<file path="config.mk">
export PLATFORM = sky130hd
export DESIGN_NAME = pc_stack
export DESIGN_NICKNAME = d
export VERILOG_FILES = /design/src/rtl/pc_stack.sv
export SDC_FILE = /design/constraint.sdc
export NUM_CORES = 1
export LEC_CHECK = 0
export CORE_MARGIN = 4
export CORE_UTILIZATION = 55
export CTS_CLUSTER_DIAMETER = 100
export DETAILED_ROUTE_END_ITERATION = 8
export MAX_ROUTING_LAYER = met4
export PLACE_DENSITY = 0.78
export RECOVER_POWER = 100
export SYNTH_ARGS = -nofsm -noshare
export SYNTH_HDL_FRONTEND = slang
export SYNTH_SLANG_ARGS = --single-unit
</file>
<file path="constraint.sdc">
create_clock -name clk -period 2.55 [get_ports clk]
set_input_delay 0.51 -clock clk [delete_from_list [all_inputs] [get_ports clk]]
set_output_delay 0.51 -clock clk [all_outputs]
set_load 0.005 [all_outputs]
</file>
<file path="src/rtl/pc_stack.sv">
// Program counter with edge/level stepping, absolute load, signed relative branch
// and call/return through a small internal return-address stack.
module pc_stack #(
    parameter int SIZE       = 8,
    parameter int OFF_W      = 4,
    parameter int DEPTH      = 4,
    parameter int EDGE_STEP  = 1,
    parameter int RESET_ADDR = 0
) (
    input  logic                       clk,
    input  logic                       reset,
    input  logic                       step,
    input  logic                       load,
    input  logic                       call,
    input  logic                       ret,
    input  logic                       rel,
    input  logic [SIZE-1:0]            target,
    input  logic [OFF_W-1:0]           rel_off,
    output logic [SIZE-1:0]            out,
    output logic [$clog2(DEPTH+1)-1:0] depth,
    output logic                       stack_full,
    output logic                       stack_empty,
    output logic                       wrap,
    output logic                       err
);
    localparam int DW = $clog2(DEPTH + 1);
    localparam int AW = (DEPTH > 1) ? $clog2(DEPTH) : 1;

    logic [SIZE-1:0] out_reg, out_next;
    logic [DW-1:0]   depth_reg, depth_next, depth_dec;
    logic            err_reg, err_next;
    logic            wrap_reg, wrap_next;
    logic            step_prev_reg;
    logic            step_fire;
    logic            push;
    logic [SIZE-1:0] stack_mem [DEPTH];
    logic [AW-1:0]   push_idx, pop_idx;
    logic [SIZE-1:0] rel_ext, inc_val;
    logic [SIZE:0]   rel_sum;
    logic            rel_wrap;

    assign step_fire = step & ((EDGE_STEP == 0) ? 1'b1 : ~step_prev_reg);

    assign depth_dec = depth_reg - DW'(1);
    assign push_idx  = depth_reg[AW-1:0];
    assign pop_idx   = depth_dec[AW-1:0];
    assign inc_val   = out_reg + SIZE'(1);
    assign rel_ext   = SIZE'($signed(rel_off));
    assign rel_sum   = {1'b0, out_reg} + {1'b0, rel_ext};
    // A negative offset stays in range only if the unsigned add carries out.
    assign rel_wrap  = rel_off[OFF_W-1] ? ~rel_sum[SIZE] : rel_sum[SIZE];

    always_comb begin
        out_next   = out_reg;
        depth_next = depth_reg;
        err_next   = err_reg;
        wrap_next  = 1'b0;
        push       = 1'b0;
        if (load) begin
            out_next = target;
        end else if (call) begin
            if (depth_reg == DW'(DEPTH)) begin
                err_next = 1'b1;
            end else begin
                push       = 1'b1;
                depth_next = depth_reg + DW'(1);
                out_next   = target;
            end
        end else if (ret) begin
            if (depth_reg == '0) begin
                err_next = 1'b1;
            end else begin
                out_next   = stack_mem[pop_idx];
                depth_next = depth_dec;
            end
        end else if (rel) begin
            out_next  = rel_sum[SIZE-1:0];
            wrap_next = rel_wrap;
        end else if (step_fire) begin
            out_next  = inc_val;
            wrap_next = &out_reg;
        end
    end

    always_ff @(posedge clk or posedge reset) begin
        if (reset) begin
            out_reg       <= SIZE'(RESET_ADDR);
            depth_reg     <= '0;
            err_reg       <= 1'b0;
            wrap_reg      <= 1'b0;
            step_prev_reg <= 1'b0;
        end else begin
            out_reg       <= out_next;
            depth_reg     <= depth_next;
            err_reg       <= err_next;
            wrap_reg      <= wrap_next;
            step_prev_reg <= step;
        end
    end

    // Stack contents need no reset; depth alone defines which entries are valid.
    always_ff @(posedge clk) begin
        if (push) begin
            stack_mem[push_idx] <= inc_val;
        end
    end

    assign out         = out_reg;
    assign depth       = depth_reg;
    assign err         = err_reg;
    assign wrap        = wrap_reg;
    assign stack_full  = (depth_reg == DW'(DEPTH));
    assign stack_empty = (depth_reg == '0);
endmodule

</file>
# After elaboration in Yosys (flattened, before gate mapping)
# Memory sizes are Yosys's and may differ from the RTL's.
# Cells that the tools add are included.
# word_totals
reg_bits	14
mem_bits_rw	32
inputBits	19
memories	1
# mem_list
memory	depth	width	rd	rd_clocked_by_memory_dff	write_ports	line	text
stack_mem	4	8	1	0	1	36	logic [SIZE-1:0] stack_mem [DEPTH];
# classes
add_sub_neg	4
n_eq_ne	6
mux	26
bitwise	4
reduce_logical	8
# ops
operator	count
8-bit two-way mux	7
1-bit two-way mux	15
3-bit two-way mux	4
8-bit by 8-bit adder with 9-bit output	1
8-bit by 1-bit adder with 8-bit output (second input constant)	1
4-bit AND reduction	2
8-bit AND reduction	1
5-bit nonzero test	1
2-bit inequality test (second input constant)	2
4-bit inequality test (second input constant)	1
2-bit nonzero test	2
3-bit by 1-bit adder with 3-bit output (second input constant)	1
3-bit equality test (second input constant)	1
3-bit zero test	1
3-bit inequality test (second input constant)	1
1-bit inverter	3
3-bit AND reduction	1
3-bit by 1-bit subtractor with 3-bit output (second input constant)	1
2-bit by 1-bit inequality test with 1-bit output (second input constant)	1
1-bit bitwise AND	1

# Longest topological paths before layout
# depth
word_depth	7
depth_mapped	10
ltp_nobuf	9

# Worst setup path before layout
# No wires, ideal clock.
# synth_path
kind	flip-flop to flip-flop
start	register depth_reg[0], in the netlist depth[0]
end	register depth_reg[2], in the netlist depth[2]
setup_ns	0.121
t_arrival_ns	1.951
required_time_ns	2.429
setup_slack_ns	0.479
path_stages_with_launch	10
n_path_buf	1
synth_period_minus_slack_ns	2.071
cell_sequence	dfrtp_1 -> buf_6 -> inv_1 -> ha_1 -> ha_1 -> nand2b_1 -> mux2_2 -> nor2_4 -> o21ai_0 -> a22o_1
# synth_between
elab_cells_between_ends	11
cone_classes	2 x add/sub; 3 x eq/ne; 4 x mux; 2 x reduce/logical
# synth_rtl
item	line	text
start: declaration	30	logic [DW-1:0] depth_reg, depth_next, depth_dec;
start signal: assignment	94	depth_reg <= depth_next;
3-bit zero test	n/a	
via stack_empty	22	output logic stack_empty,
2-bit inequality test (no line)	n/a	
4-bit AND reduction (no line)	n/a	
# The timed path passes the listed nets, and every way through them passes these cells. The select of a mux whose other input is x is not followed.
# A chain may end at the register's enable or synchronous reset.

# Worst setup path after layout
# layout_path
start	register depth_reg[1], in the netlist depth[1]
end	output port stack_full
# layout_between
elab_chain_cells	1
# layout_lines
item	line	text
3-bit equality test	112	assign stack_full = (depth_reg == DW'(DEPTH));
end: declaration	21	output logic stack_full,
# Every way passes these cells.

==> flow_summary.toml <==
[outcome]
outcome = "completed"

[placement]
place_inst = 312
place.port_buffers = 33
place.gp.congestion = 0.855
place_area_um2 = 3060
dp_hpwl_um = 4250

[timing]
slew_headroom_pct = 55.1
max_clock_freq_mhz = 427
period_share_pct = 91.9
clock_skew_ps = 5.30
holdWs_ps = 470
worst_pin_slew_ps = 673
final.min_clock_period_ps = 2340
setup-violations-final = 0
hold_violations = 0
maxSlewViolCount = 0
rsz0062_at_grt = "false"

[global_route]
gr-total-overflow = 0
grt_antenna_before_repair = 0
track_usage_pct = 20.6
grt_pass1_vias = 1976
grt_max_degree = 15
grt_pass1_wl_um = 9380

[floorplanning]
die_h_um = 76.7
core_area_um2 = 4470
dieArea_um2 = 5880
ios = 34
start_util_pct = 58.0
row_count = 24
die_w_um = 76.7

[synthesis]
async_flop_share_pct = 30.4
synth_seq_cells = 46
syn_area_um2 = 2600
synth_area_per_cell_um2 = 12.0
yosysWarnings = 0
ys.flop_type = "edfxtp_1"
yosysSeqAreaShare_pct = 50.5
syn_nets = 252
synthCells = 217
synthDistinctLibCells = 49
synth_edf_count = 32

[pwr]
p_sw_uw = 953
powerDensity_nw_per_um2 = 872
pwr-share-seq_pct = 39.6
p_sw_share_pct = 34.9
pwr-share-comb_pct = 44.7
leakagePower_uw = 0.00123
power.total_uw = 2730
p_clk_share_pct = 15.7
power.internal_uw = 1780
ir_worst_vdd_uv = 712

[clocking]
clk-insertion-delay-late_ps = 290
clk_pin_slew_ps = 80
cts_buffer_depth = 2
htreeDepth = 2
postCtsHoldBufs = 0
root_buffer = "clkbuf_8"
cts_made_buffers = 5
cts_tree = "done"
cts.sinks = 46

[min_path]
hold_class = "register to register"

[layout]
stdcell_count = 320
drive_gt1_share_pct = 14.6
fillers = 326
final_nets = 302
design_area_um2 = 3130
multi_input_area_um2 = 1170
n_antenna_cell = 0
postLayoutCoreUtil_pct = 70.1
area_growth_pct = 20.7
largest_reg_flops = 32
seq_area_um2 = 1310

[worst_setup_path]
worst_setup_path_end_kind = "output pin"
crit_required_ps = 2040
critical_path_class = "register to output pin"
cp_max_fo = 4
crit_arrival_ps = 1830
start_kind = "register"

[job]
drv_cap = 0

[detailed_routing]
drt-initial-drc-count = 127
wl_per_cell_um = 17.7
vias = 1909
vias_per_cell = 5.97
firstDrtPassIters = 4
drt-total-wl_um = 5660
drc = 0
postRouteAntennaNets = 0
[cell usage after synthesis, drive strengths merged, types with 4 or more instances]
master  count  share of area, %
edfxtp     32                37
nor2       20               3.5
nand2      16               2.4
ha         15               7.2
inv        15               2.2
dfrtp      14                13
a21oi      11               2.6
xnor2      10               3.4
mux4        8               6.9
nand3       8               1.5
o21ai       6               1.2
a211oi      5               1.4
buf         5               1.7
nor3        5              0.96
and2        4              0.96
[area by class of cell]
cell class                 instances  share of cell area, %
tap                               52                   2.08
multi-input combinational        150                   37.4
timing repair buffer              49                   14.1
clock buffer                       6                   2.32
clock inverter                     2                  0.439
inverter                          15                   1.80
sequential                        46                   41.8
[worst max-delay path, stage by stage (launching register included)]
cell and delay (ps):
dfrtp_1 420, inv_1 110, ha_1 200, ha_1 220, dlygate4sd3_1 590
[per-stage QoR]
stage                     setup slack [ps]  setup TNS [ps]
after floorplan                        479               0
after global placement               -15.1           -20.6
after detailed placement             -75.1            -133
after CTS                              226               0
after global routing                  68.1               0
final                                  206               0
[repair_timing]
item / 4_1_cts / 5_1_grt
resized for setup: 0 / 1
setup endpoints to repair: 0 / 1
setup buffers: 0 / 0
[cell families (layout without fill, tap and decap cells)]
logic type,after synthesis,after routing,synth area share (%)
flip-flops,46,46,50.5
AND/OR/NAND/NOR,68,68,13.6
XOR/XNOR,12,12,4.05
adder cells (fa/ha/maj),16,16,8.00
multiplexers,10,10,7.76
buffers and inverters,21,72,4.05
AO/OA/AOI/OAI,44,44,12.0
[cells in the final DEF (no fill, tap or decap), drive strengths merged, types with 5 or more instances in the layout]
cell type and n:
ha 15, mux4 8, buf 13, edfxtp 32, nor3 5, clkbuf 9
xnor2 10, a21oi 11, a211oi 5, dfrtp 14, nor2 20, dlygate4sd3 16
nand3 8, inv 15, nand2 16, clkdlybuf4s50 17, o21ai 6
[metal layers]
layer / vias to the layer above / global-route usage (%) / part of all wire (%)
li1: 903 / - / -
met1: 908 / 27.7 / 44
met2: 87 / 32.1 / 48
met3: 11 / 3.75 / 7.1
met4: 0 / 5.98 / 1.6
met5: - / - / 0
[power by group through the flow]
stage	registers, uW	logic (uW)	clock network, uW
after floorplan	1080	816	0
after global placement	1100	1240	0
after detailed placement	1100	1260	0
after CTS	1080	1280	440
after global routing	1100	1340	471
final	1080	1220	429
[final timing paths]
| check | start | endpoint | slack, ps | cells after the start |
|---|---|---|---|---|
| worst min-delay path | err | err | 470 | 1 |
| worst min register to register | err | err | 470 | 1 |
| worst max-delay path | depth[1] | stack_full | 210 | 4 |
| max in group asynchronous | reset | out[4] | 1430 | 2 |
| min in group asynchronous | reset | out[5] | 720 | 2 |
| worst max register to register | out[0] | wrap | 280 | 9 |
(Power assumes the default switching activity.)
